File: src/rtl/accelerator_for_conv2d.sv
// Pipelined single-output 2-D convolution MAC engine.
// Each cycle one FILTER_SIZE x FILTER_SIZE filter window and one image patch
// of the same size are sampled; their dot product appears on result three
// rising edges later. There is no handshake: one window is accepted every
// cycle, and results leave in the same order.
//
// Pipeline:
//   S1: prod_q    - every element-wise product, 2*DATA_WIDTH bits wide
//   S2: row_sum_q - one sum per filter row
//   S3: result    - total of the row sums
//
// Row sums and the total are held at RESULT_WIDTH bits. With a legal
// RESULT_WIDTH nothing overflows. With a narrower RESULT_WIDTH every
// partial sum wraps modulo 2^RESULT_WIDTH, so the final value is the true sum
// modulo 2^RESULT_WIDTH, without saturation.

package ai_accelerator_pkg;
  parameter int DATA_WIDTH   = 8;
  parameter int FILTER_SIZE  = 3;
  parameter int RESULT_WIDTH = 32;
endpackage

module accelerator_for_conv2d
  import ai_accelerator_pkg::*;
(
  input  logic                    clk,
  input  logic                    rst,
  input  logic [DATA_WIDTH-1:0]   filter_matrix [FILTER_SIZE][FILTER_SIZE],
  input  logic [DATA_WIDTH-1:0]   image_patch   [FILTER_SIZE][FILTER_SIZE],
  output logic [RESULT_WIDTH-1:0] result
);

  localparam int PROD_W = 2 * DATA_WIDTH;

  // Stage registers. All of them clear asynchronously, so a reset asserted
  // mid-stream discards every window in flight at once.
  logic [PROD_W-1:0]       prod_q    [FILTER_SIZE][FILTER_SIZE];
  logic [RESULT_WIDTH-1:0] row_sum_d [FILTER_SIZE];
  logic [RESULT_WIDTH-1:0] row_sum_q [FILTER_SIZE];
  logic [RESULT_WIDTH-1:0] total_d;

  // S1: register the zero-extended unsigned product of each element pair.
  always_ff @(posedge clk or posedge rst) begin
    if (rst) begin
      for (int r = 0; r < FILTER_SIZE; r++) begin
        for (int c = 0; c < FILTER_SIZE; c++) begin
          prod_q[r][c] <= '0;
        end
      end
    end else begin
      for (int r = 0; r < FILTER_SIZE; r++) begin
        for (int c = 0; c < FILTER_SIZE; c++) begin
          prod_q[r][c] <= PROD_W'(filter_matrix[r][c]) * PROD_W'(image_patch[r][c]);
        end
      end
    end
  end

  // S2 adder: sum the products of each row (products zero-extended to result width).
  always_comb begin
    for (int r = 0; r < FILTER_SIZE; r++) begin
      row_sum_d[r] = '0;
    end
    for (int r = 0; r < FILTER_SIZE; r++) begin
      for (int c = 0; c < FILTER_SIZE; c++) begin
        row_sum_d[r] = row_sum_d[r] + RESULT_WIDTH'(prod_q[r][c]);
      end
    end
  end

  // S2: register the per-row sums.
  always_ff @(posedge clk or posedge rst) begin
    if (rst) begin
      for (int r = 0; r < FILTER_SIZE; r++) begin
        row_sum_q[r] <= '0;
      end
    end else begin
      for (int r = 0; r < FILTER_SIZE; r++) begin
        row_sum_q[r] <= row_sum_d[r];
      end
    end
  end

  // S3 adder: total of all row sums.
  always_comb begin
    total_d = '0;
    for (int r = 0; r < FILTER_SIZE; r++) begin
      total_d = total_d + row_sum_q[r];
    end
  end

  // S3: register the final sum. result comes straight from this flop, so no
  // combinational path runs from the inputs to result.
  always_ff @(posedge clk or posedge rst) begin
    if (rst) begin
      result <= '0;
    end else begin
      result <= total_d;
    end
  end

endmodule

File: config.mk
export PLATFORM = sky130hd
export DESIGN_NAME = accelerator_for_conv2d
export DESIGN_NICKNAME = d
export VERILOG_FILES = /design/src/rtl/accelerator_for_conv2d.sv
export SDC_FILE = /design/constraint.sdc
export NUM_CORES = 2
export LEC_CHECK = 0
export ABC_AREA = 1
export ABC_CLOCK_PERIOD_IN_PS = 19600
export CAP_MARGIN = 20
export CORE_ASPECT_RATIO = 0.8
export CORE_MARGIN = 1
export CORE_UTILIZATION = 51
export CTS_CLUSTER_DIAMETER = 80
export DETAILED_ROUTE_END_ITERATION = 7
export PLACE_DENSITY_LB_ADDON = 0.25
export SYNTH_ARGS = -nofsm -noshare
export SYNTH_HDL_FRONTEND = slang
export SYNTH_SLANG_ARGS = --single-unit
File: constraint.sdc
create_clock -name clk -period 19.6 [get_ports clk]
set_clock_uncertainty 0.2 [all_clocks]
set_input_delay 2.94 -clock clk [delete_from_list [all_inputs] [get_ports clk]]
set_output_delay 2.94 -clock clk [all_outputs]
set_load 0.01 [all_outputs]
==> results.py <==
metrics = {
    "outcome": {
        "status": "completed",
    },
    "floorplan": {
        "ios": 178,
        "rows": 79,
        "die_h_um": 221.3,
        "fp.dieW_um": 276.1,
        "core_um2": 58810,
        "die_area_um2": 61100,
        "start_util": 0.5212,
    },
    "final_layout": {
        "insertedDiodeCount": 0,
        "drive_above_1_share": 0.02074,
        "area_growth_pct": 9.449,
        "final_net_count": 4957,
    },
    "clocking": {
        "clock_sinks": 218,
        "htree_levels": 1,
        "cts-hold-fix-buffers": 0,
        "cts_resized": 0,
        "cts_tree": "yes",
        "cts_root_buf": "clkbuf_16",
        "post_cts.repair.setup_buffers": 0,
        "clk_latency_ns": 0.53,
        "cts_buffers": 25,
        "clk_pin_slew_ns": 0.06,
        "cts_max_path_buffers": 3,
    },
    "global_route": {
        "antenna_found_initial": 0,
        "grtUsageTotal": 0.2191,
        "grt_overflow": 0,
        "grt_max_degree": 146,
        "grt_pass1_vias": 23252,
        "grt_pass1_wl_mm": 112.0,
    },
    "route": {
        "final_antenna_net_count": 0,
        "vias": 22919,
        "drtIter0Drc": 1369,
        "drcViolationCount": 0,
        "drtPass1Iterations": 5,
        "wire_per_inst_um": 13.17,
        "drt-total-wl_mm": 63.46,
        "routed_via_density": 4.756,
    },
    "worst_setup_path": {
        "worst-setup-path-type": "in -> reg",
        "crit_slowest_cell": "clkdlybuf4s50_1",
        "crit_top_cell": "fa_1",
        "path_delay_family": "adder cells",
        "cp.required_ns": 19.81,
        "endpoint_kind": "flip-flop",
        "slowest_delay_ns": 0.61,
        "critPathArrivalTime_ns": 7.00,
        "cp_cell_sequence": "clkdlybuf4s50_1 -> nand2_1 -> inv_1 -> fa_1 -> fa_1 -> fa_1 -> inv_1 -> fa_1 -> inv_1 -> ha_1 -> a21oi_1 -> nor2_1 -> o21ai_1 -> nand3_1 -> nand2_1 -> nand2_1",
        "cp-start-kind": "primary input",
        "critical_path_buf_inv_count": 4,
        "cp_max_fo": 8,
    },
    "timing": {
        "setup_violations": 0,
        "worst_pin_slew_ns": 0.9535,
        "hold_viol_final": 0,
        "setup_tns_ns": 0,
        "fin_crit_sh": 0.3463,
        "relSlewSlack": 0.3644,
        "fmax_mhz": 147.3,
        "rsz0062_at_grt": "false",
        "slew_violations": 0,
        "finalCriticalPeriod_ns": 6.788,
        "layout_setup_ws_ns": 12.81,
    },
    "synth": {
        "syn_area_um2": 30660,
        "seq_area_frac_synth": 0.1780,
        "synthCells": 3983,
        "synth-seq-cells": 218,
        "syn_avg_cell_area_um2": 7.697,
        "yosysWarnings": 0,
        "yosysUniqueCellTypes": 29,
    },
    "power": {
        "power.total_w": 0.005232,
        "p_leak_nw": 21.14,
        "p_per_area_nw_per_um2": 155.9,
        "sequentialPowerShare": 0.161,
        "pwr-share-comb": 0.748,
        "clkPwrFrac": 0.091,
        "swShare": 0.5318,
        "power.switching_w": 0.002782,
        "peakVddDrop_uv": 106.5,
        "p_int_w": 0.002450,
    },
    "worst_hold_path": {
        "hold_class": "reg -> reg",
    },
    "place": {
        "dp_hpwl_mm": 54.25,
        "gp_congestion": 0.8913,
        "portBuffers": 165,
        "place_ws_ns": 12.30,
    },
    "flow_run": {
        "cap_violations": 0,
    },
}
==> final cells by class <==
class / instances / area (µm²)
Inverter: 1118 / 4204
Multi-Input combinational cell: 2502 / 20410
Clock buffer: 28 / 656.9
Fill cell: 5497 / 25260
Tap cell: 769 / 962.2
Clock inverter: 18 / 200.2
Sequential cell: 218 / 5455
Timing Repair Buffer: 166 / 1659
==> flip-flops by register name (all words and copies together), names as in the netlist <==
register	count
prod_q	144
result	20
row_sum_q	54
==> per-stage QoR <==
stage	cells	utilization	hold WS, ns	instance area [µm²]
2_1_floorplan	3994	-	0.4086	30700
3_3_place_gp	4773	0.5559	0.4458	32700
3_5_place_dp	4773	0.5559	0.4430	32700
4_1_cts	4819	0.5705	0.4520	33550
5_1_grt	4819	0.5705	0.4873	33550
6_report	4819	0.5705	0.4472	33550
==> routing by layer <==
layer	GRT usage	vias up	share of wire
li1	-	11656	-
met1	0.3414	10787	0.51
met2	0.3434	435	0.44
met3	0.01425	41	0.037
met4	0.02577	0	0.0090
met5	0	-	0
==> tightest hold or removal path, delay by kind of cell (launching register included) <==
kind	cells	cell delay (ns)
adder cells (fa/ha/maj)	1	0.16
buffers and inverters	2	0.10
flip-flops	1	0.36
==> layout by cell type (no fill, tap or decap) <==
master / n
dfrtp_1: 218
clkbuf_8: 2
nand3b_1: 3
bufinv_16: 3
o21a_1: 2
nand3_2: 2
clkbuf_1: 1
nor3_1: 26
nand2_4: 1
conb_1: 12
fa_1: 394
nand4_1: 27
a21oi_1: 118
nand3_1: 108
clkinv_2: 4
o21ai_1: 4
and2_1: 5
clkinvlp_4: 5
buf_4: 1
inv_1: 1117
clkdlybuf4s50_1: 165
inv_8: 1
a21oi_2: 3
o21bai_1: 7
clkbuf_16: 25
a21o_1: 10
xor2_1: 74
inv_6: 6
a31oi_1: 15
nor2_1: 106
nand2_2: 13
xnor2_1: 25
ha_1: 386
o21ai_2: 15
nand2_1: 1098
o21ai_0: 45
nor3_2: 3
==> synthesized netlist by cell type <==
master,n,share of area
nand3_1,108,0.018
buf_4,12,0.0029
nor3_2,3,0.00098
clkbuf_1,144,0.018
xnor2_1,25,0.0071
nor3_1,26,0.0042
and2_1,5,0.0010
o21a_1,2,0.00049
nand2_4,1,0.00037
a21o_1,10,0.0024
nor2_1,106,0.013
nand3b_1,3,0.00073
xor2_1,74,0.021
fa_1,394,0.26
o21ai_0,45,0.0073
nand3_2,2,0.00065
ha_1,386,0.16
nand2_1,1098,0.13
a21oi_1,118,0.019
nand2_2,13,0.0027
conb_1,1,0.00012
a31oi_1,15,0.0031
o21ai_1,4,0.00065
dfrtp_1,218,0.18
nand4_1,27,0.0055
o21ai_2,15,0.0043
a21oi_2,3,0.00086
o21bai_1,7,0.0017
inv_1,1118,0.14
==> power groups by stage <==
stage                     logic (W)  registers (W)  clock network [W]
after floorplan             0.00296       0.000802                  0
after global placement      0.00384       0.000849                  0
after detailed placement    0.00388       0.000849                  0
after CTS                   0.00392       0.000844           0.000489
after global routing        0.00453       0.000862           0.000509
final                       0.00391       0.000840           0.000478
==> kinds of logic after synthesis <==
| kind of cell | Yosys count | synth area share |
|---|---|---|
| flops | 218 | 0.1780 |
| buf+inv | 1274 | 0.1575 |
| compound gates | 219 | 0.04012 |
| fa+ha+maj | 780 | 0.4148 |
| other cells | 1 | 0.0001223 |
| simple gates | 1392 | 0.1812 |
| xor+xnor | 99 | 0.02828 |
==> final timing paths <==
kind / from / to / slack, ns / depth (start not counted)
worst max-delay path: image_patch[2] / prod_q[15] / 12.81 / 16
worst min-delay path: prod_q[32] / row_sum_q[0] / 0.45 / 3
worst max register to register: row_sum_q[65] / result[19] / 16.88 / 11
worst min register to register: prod_q[32] / row_sum_q[0] / 0.45 / 3
max in group asynchronous: rst / row_sum_q[33] / 14.83 / 3
min in group asynchronous: rst / prod_q[47] / 2.86 / 2
Note: power is estimated with default switching activity, not from simulation.
